**src/rtl/cod_trace_pkg.sv**
```systemverilog
// Shared layout of the 70-bit retire record and the beat encoding used to
// serialize it onto the 32-bit trace port.
package cod_trace_pkg;

  localparam int TRACE_W   = 70;
  localparam int PC_LSB    = 0;
  localparam int WDATA_LSB = 32;
  localparam int WADDR_LSB = 64;
  localparam int WEN_BIT   = 69;
  localparam int BEATS     = 3;

  typedef logic [TRACE_W-1:0] trace_rec_t;

  typedef enum logic [1:0] {
    BEAT_PC    = 2'd0,
    BEAT_WDATA = 2'd1,
    BEAT_REG   = 2'd2
  } beat_e;

  localparam beat_e LAST_BEAT = beat_e'(2'(BEATS - 1));

  function automatic logic [31:0] beat_word(input trace_rec_t rec, input beat_e beat);
    case (beat)
      BEAT_PC:    beat_word = rec[PC_LSB +: 32];
      BEAT_WDATA: beat_word = rec[WDATA_LSB +: 32];
      BEAT_REG:   beat_word = {26'b0, rec[WEN_BIT], rec[WADDR_LSB +: 5]};
      default:    beat_word = 32'b0;
    endcase
  endfunction

endpackage

```
**src/rtl/trace_sync_fifo.sv**
```systemverilog
// Synchronous FIFO holding retire records; count is the single source of
// truth for full/empty so pointers may wrap freely modulo DEPTH.
module trace_sync_fifo
  import cod_trace_pkg::*;
#(
  parameter int DEPTH = 8
) (
  input  logic                     clk,
  input  logic                     rst,
  input  logic                     i_push,
  input  trace_rec_t               i_push_data,
  input  logic                     i_pop,
  output trace_rec_t               o_head_data,
  output logic                     o_full,
  output logic                     o_empty,
  output logic [$clog2(DEPTH):0]   o_count
);

  localparam int AW = $clog2(DEPTH);
  localparam int CW = AW + 1;

  logic [AW-1:0] r_wr_ptr;
  logic [AW-1:0] r_rd_ptr;
  logic [CW-1:0] r_count;
  trace_rec_t    r_mem [DEPTH];

  logic w_do_push;
  logic w_do_pop;

  assign o_full    = (r_count == CW'(DEPTH));
  assign o_empty   = (r_count == '0);
  assign o_count   = r_count;
  assign w_do_push = i_push & ~o_full;
  assign w_do_pop  = i_pop & ~o_empty;

  // NOTE: storage carries no reset; consumers only see it while count != 0.
  always_ff @(posedge clk) begin
    if (w_do_push) r_mem[r_wr_ptr] <= i_push_data;
  end

  assign o_head_data = r_mem[r_rd_ptr];

  // NOTE: sequential state uses non-blocking assignments so every flop
  // samples pre-edge values regardless of statement order.
  always_ff @(posedge clk) begin
    if (rst) begin
      r_wr_ptr <= '0;
      r_rd_ptr <= '0;
      r_count  <= '0;
    end else begin
      if (w_do_push) r_wr_ptr <= r_wr_ptr + AW'(1);
      if (w_do_pop)  r_rd_ptr <= r_rd_ptr + AW'(1);
      case ({w_do_push, w_do_pop})
        2'b10:   r_count <= r_count + CW'(1);
        2'b01:   r_count <= r_count - CW'(1);
        default: r_count <= r_count;
      endcase
    end
  end

endmodule

```
**src/rtl/retire_trace_drain.sv**
```systemverilog
// Buffers retired-instruction records from WB and drains each one as three
// valid/ready beats: pc, wdata, then {wen, waddr} flagged with trace_last.
module retire_trace_drain
  import cod_trace_pkg::*;
#(
  parameter int DEPTH = 8
) (
  input  logic                     clk,
  input  logic                     rst,
  input  logic                     retired,
  input  logic [TRACE_W-1:0]       fifo_data,
  output logic                     fifo_full,
  output logic                     trace_valid,
  input  logic                     trace_ready,
  output logic [31:0]              trace_word,
  output logic                     trace_last,
  output logic [$clog2(DEPTH):0]   occupancy
);

  beat_e      r_beat;
  beat_e      w_beat_next;
  trace_rec_t w_head;
  logic       w_empty;
  logic       w_push;
  logic       w_pop;
  logic       w_xfer;

  assign w_push      = retired & ~fifo_full & ~rst;
  assign trace_valid = ~w_empty;
  assign w_xfer      = trace_valid & trace_ready;
  assign w_pop       = w_xfer & (r_beat == LAST_BEAT);

  trace_sync_fifo #(
    .DEPTH (DEPTH)
  ) u_fifo (
    .clk         (clk),
    .rst         (rst),
    .i_push      (w_push),
    .i_push_data (fifo_data),
    .i_pop       (w_pop),
    .o_head_data (w_head),
    .o_full      (fifo_full),
    .o_empty     (w_empty),
    .o_count     (occupancy)
  );

  always_ff @(posedge clk) begin
    if (rst) r_beat <= BEAT_PC;
    else     r_beat <= w_beat_next;
  end

  always_comb begin
    w_beat_next = r_beat;
    if (w_xfer) begin
      case (r_beat)
        BEAT_PC:    w_beat_next = BEAT_WDATA;
        BEAT_WDATA: w_beat_next = BEAT_REG;
        default:    w_beat_next = BEAT_PC;
      endcase
    end
  end

  // NOTE: defaults first so no path through this block infers a latch.
  always_comb begin
    trace_word = '0;
    trace_last = 1'b0;
    if (trace_valid) begin
      trace_word = beat_word(w_head, r_beat);
      trace_last = (r_beat == LAST_BEAT);
    end
  end

endmodule

```
**config.mk**
```make
export PLATFORM = sky130hd
export DESIGN_NAME = retire_trace_drain
export DESIGN_NICKNAME = d
export VERILOG_FILES = /design/src/rtl/cod_trace_pkg.sv /design/src/rtl/trace_sync_fifo.sv /design/src/rtl/retire_trace_drain.sv
export SDC_FILE = /design/constraint.sdc
export NUM_CORES = 1
export LEC_CHECK = 0
export ABC_AREA = 0
export CAP_MARGIN = 25
export CELL_PAD_IN_SITES_DETAIL_PLACEMENT = 0
export CELL_PAD_IN_SITES_GLOBAL_PLACEMENT = 1
export CORE_ASPECT_RATIO = 0.8
export CORE_MARGIN = 10
export CORE_UTILIZATION = 59
export CTS_BUF_LIST = sky130_fd_sc_hd__clkbuf_4 sky130_fd_sc_hd__clkbuf_8
export CTS_CLUSTER_SIZE = 28
export DETAILED_ROUTE_END_ITERATION = 7
export PLACE_DENSITY_LB_ADDON = 0.12
export SYNTH_ARGS = -nofsm -noshare
export SYNTH_HDL_FRONTEND = slang
export SYNTH_SLANG_ARGS = --single-unit
```
**constraint.sdc**
```tcl
create_clock -name clk -period 18 [get_ports clk]
set_input_delay 1.8 -clock clk [delete_from_list [all_inputs] [get_ports clk]]
set_output_delay 1.8 -clock clk [all_outputs]
set_load 0.05 [all_outputs]
```
==> run summary <==
Power
* total power per unit cell area: 103 mW/mm2
* Leakage Power: 7.77 nW
* maximum ir drop on the vdd rail: 0.0733 mV

Critical path
* worst reg-to-reg setup slack: 14.60 ns
* cell chain of the critical path: buf_4, buf_4, mux4_2, mux2i_1, o22ai_1, clkdlybuf4s50_1
* Critical Setup Path Class: flop to primary output
* Slowest-stage cell, CP: sky130_fd_sc_hd__buf_4
* depth of the most critical reg-to-reg path: 5
* required time at the worst-slack endpoint: 16.20 ns
* data arrival time at the worst-slack endpoint: 4.50 ns
* maximum net fanout on the critical path: 42
* kind of launch point of the worst setup path: flop
* number of buffers and inverters on the critical path: 3
* Worst path most repeated cell: sky130_fd_sc_hd__buf_4
* CP top delay family: buffers and inverters
* critical register-to-register path startpoint: u_fifo.o_count[1]$_SDFFE_PP0P_
* worst r2r dst: u_fifo.r_mem[4][59]$_DFFE_PP_
* endpoint type of the worst setup path: primary output
* max incr delay on CP: 0.75 ns

Global route
* overall global routing resource usage: 0.198
* largest net degree at the start of global routing: 62
* total grt overflow: 0
* number of antenna violations at the first check in global routing: 4
* vias in the first global route: 10,900
* wire length of the first global-routing pass: 68,600 um

CTS
* worst-skew pair later-pin latency: 0.64 ns
* clock-pin slew on the worst setup and hold paths: 0.06 ns
* number of clock sinks seen by CTS: 575
* number of clock buffers inserted by TritonCTS: 88
* cell at the root of the clock tree: sky130_fd_sc_hd__clkbuf_8
* maximum clock path buffer count: 3
* post_cts resized: 0
* hold buffers post-CTS: 0
* number of H-tree levels: 3
* TritonCTS clock tree: built
* setup bufs post-CTS: 0

STA
* Post-Route Setup TNS: 0 ns
* highest achievable clock rate: 159 MHz
* portion of the clock cycle consumed by the worst path in the final layout: 0.350
* count of endpoints failing hold in the final timing report: 0
* tightest slew margin relative to the limit: 0.325
* final-report max-slew violation count: 0
* unrepaired setup endpoints after global routing: no
* worst-margin pin slew: 1.01 ns
* final critical delay including setup and external delays: 6.30 ns
* final setup fails: 0
* Clock Skews: 0.0270 ns
* worst setup margin: 11.70 ns

Layout
* fill cell total of the finished layout: 2,367
* post-route core utilization: 0.689
* share of cells above drive strength 1: 0.252
* area taken by multi-input logic gates: 0.00485 mm2
* Storage cell area: 0.0171 mm2
* count of nets after finishing: 1,255
* Area growth, synth to finish: 15.0%

Worst hold path
* classification of the worst-slack hold path: flop to flop
* launch point of the worst hold path: u_fifo.r_rd_ptr[1]$_SDFFE_PP0P_
* hold depth: 2

Route
* via total after detailed routing: 10,400
* 1st-iter DRT viols: 949
* DRC violation count after routing: 0
* number of optimization iterations in the first detailed-route pass: 5
* via-per-instance ratio: 6.03
* post-route antenna net violation count: 0
* final routed wire length divided by cell count: 26.0 um
* total wire length after detailed routing: 45,000 um

Die
* Die Outline Area: 0.0460 mm2
* Rows: 63
* top-level port count: 113
* placeable core area: 0.0372 mm2
* starting utilization of the core area: 0.599
* die span in x: 237 um
* Vert. Die Dim: 194 um

Synth
* number of enable flip-flop cells after synthesis: 560
* net count after synthesis: 1,089
* synthesis warning total: 0
* sequential share of the synthesized area: 0.768
* proportion of synthesized flip-flops having asynchronous set or reset: 0
* count of different cell masters after synthesis: 42
* predominant post-synthesis flop cell: sky130_fd_sc_hd__edfxtp_1
* Avg Inst Size Synth: 22.1 um2
* Netlist Area Pre-Place: 0.0223 mm2
* Synth Register Bits: 575
* number of cells produced by synthesis: 1,010

Status
* status: finished clean

Place
* global placer's final weighted congestion: 0.715
* Post-Place Setup Slack: 12.28 ns
* count of port buffers added during placement: 112
* placed wire-length estimate: 24,300 um

Flow run
* max cap viols: 0

worst max path at each step:
stage	startpoint	end	slack (ns)	cells after the start
floorplan	retired	u_fifo.r_mem[0][0]$_DFFE_PP_	10.41	3
global placement	flop	trace_word[20]	12.33	6
detailed placement	flop	trace_word[20]	12.28	6
CTS	flop	trace_word[20]	11.57	6
global route	flop	trace_word[20]	11.36	6
finish	flop	trace_word[20]	11.70	6
tightest hold or removal path, delay by kind of cell (launching register included):
kind               cells  cell delay [ns]
DFF                    1             0.31
AOI/OAI and AO/OA      1             0.07
and+or+nand+nor        1             0.05
cells in the mapped netlist, types with 9 or more instances:
| cell | instances | share of area |
|---|---|---|
| sky130_fd_sc_hd__mux2_2 | 13 | 0.0066 |
| sky130_fd_sc_hd__edfxtp_1 | 560 | 0.75 |
| sky130_fd_sc_hd__nor2b_1 | 12 | 0.0034 |
| sky130_fd_sc_hd__o22ai_1 | 17 | 0.0048 |
| sky130_fd_sc_hd__buf_4 | 13 | 0.0044 |
| sky130_fd_sc_hd__mux4_2 | 122 | 0.12 |
| sky130_fd_sc_hd__mux2i_1 | 74 | 0.033 |
| sky130_fd_sc_hd__nand2_1 | 16 | 0.0027 |
| sky130_fd_sc_hd__buf_2 | 29 | 0.0065 |
| sky130_fd_sc_hd__nor2_1 | 15 | 0.0025 |
| sky130_fd_sc_hd__a211oi_1 | 9 | 0.0030 |
| sky130_fd_sc_hd__o32ai_1 | 9 | 0.0035 |
| sky130_fd_sc_hd__a21boi_0 | 9 | 0.0030 |
| sky130_fd_sc_hd__a32o_1 | 9 | 0.0040 |
| sky130_fd_sc_hd__o21a_1 | 9 | 0.0030 |
| sky130_fd_sc_hd__dfxtp_1 | 15 | 0.013 |
stage by stage:
step | area (um2) | power, W | hold slack (ns) | cells
2_1_floorplan | 22300 | 0.00157 | 0.452 | 1010
3_3_place_gp | 23900 | 0.00163 | 0.473 | 1570
3_5_place_dp | 23900 | 0.00163 | 0.470 | 1572
4_1_cts | 25600 | 0.00268 | 0.479 | 1726
5_1_grt | 25600 | 0.00275 | 0.509 | 1728
6_report | 25600 | 0.00265 | 0.481 | 1730
registers in the layout (all words and copies together) (netlist names), named ones only:
name and flops:
u_fifo.o_count 4, u_fifo.r_rd_ptr 3, u_fifo.r_mem 560, u_fifo.r_wr_ptr 3, r_beat 2
placed cells by master, fill, tap and decap left out, types with 6 or more instances in the layout:
master | netlist | routed
sky130_fd_sc_hd__edfxtp_1 | 560 | 560
sky130_fd_sc_hd__mux4_2 | 122 | 122
sky130_fd_sc_hd__clkdlybuf4s50_1 | 0 | 112
sky130_fd_sc_hd__clkbuf_8 | 0 | 93
sky130_fd_sc_hd__mux2i_1 | 74 | 74
sky130_fd_sc_hd__clkbuf_4 | 0 | 29
sky130_fd_sc_hd__clkinv_1 | 0 | 21
sky130_fd_sc_hd__buf_4 | 13 | 18
sky130_fd_sc_hd__o22ai_1 | 17 | 17
sky130_fd_sc_hd__nand2_1 | 16 | 16
sky130_fd_sc_hd__mux2_2 | 13 | 13
sky130_fd_sc_hd__nor2b_1 | 12 | 12
sky130_fd_sc_hd__dfxtp_1 | 15 | 12
sky130_fd_sc_hd__nor2_1 | 15 | 9
sky130_fd_sc_hd__a21boi_0 | 9 | 9
sky130_fd_sc_hd__a211oi_1 | 9 | 9
sky130_fd_sc_hd__o21a_1 | 9 | 9
sky130_fd_sc_hd__a32o_1 | 9 | 9
sky130_fd_sc_hd__o32ai_1 | 9 | 9
sky130_fd_sc_hd__nand3_1 | 8 | 8
sky130_fd_sc_hd__a21oi_1 | 8 | 8
sky130_fd_sc_hd__xor2_1 | 6 | 6
sky130_fd_sc_hd__a2bb2oi_2 | 6 | 6
sky130_fd_sc_hd__o21ai_1 | 6 | 6
sky130_fd_sc_hd__nor2_4 | 0 | 6
layout make-up:
class                      count  area share
timing repair buffer         133      0.0516
tap                          487      0.0238
inverter                       2    0.000293
multi-input combinational    376       0.189
antenna                        3    0.000293
clock buffer                 122      0.0584
sequential                   575       0.668
clock inverter                32     0.00844
metal layers:
| metal | GRT usage | share of wire | vias to the layer above | wire [um] |
|---|---|---|---|---|
| met1 | 0.278 | 0.44 | 5419 | 19800 |
| met4 | 0.0597 | 0.020 | 4 | 893 |
| met3 | 0.0447 | 0.061 | 82 | 2730 |
| met2 | 0.308 | 0.48 | 336 | 21500 |
| li1 | - | - | 4594 | - |
| met5 | 0 | 0.00058 | - | 26 |
cell families (layout without fill, tap and decap cells):
group,after synthesis,in the layout,share of synthesized area
buffers and inverters,59,289,0.0172
multiplexers,211,211,0.164
AND/OR/NAND/NOR,67,67,0.0158
XOR/XNOR,6,6,0.00236
other,0,3,0
AO/OA/AOI/OAI,87,87,0.0299
flip-flops,575,575,0.768
adder cells (fa/ha/maj),5,5,0.00281
where the power goes:
part,internal [W],total [W],switching [W]
clock,0.000578,0.00105,0.000475
sequential,0.00148,0.00149,0.00000389
combinational,0.0000415,0.000112,0.0000708
No activity file was read; power rests on OpenSTA's default activity.
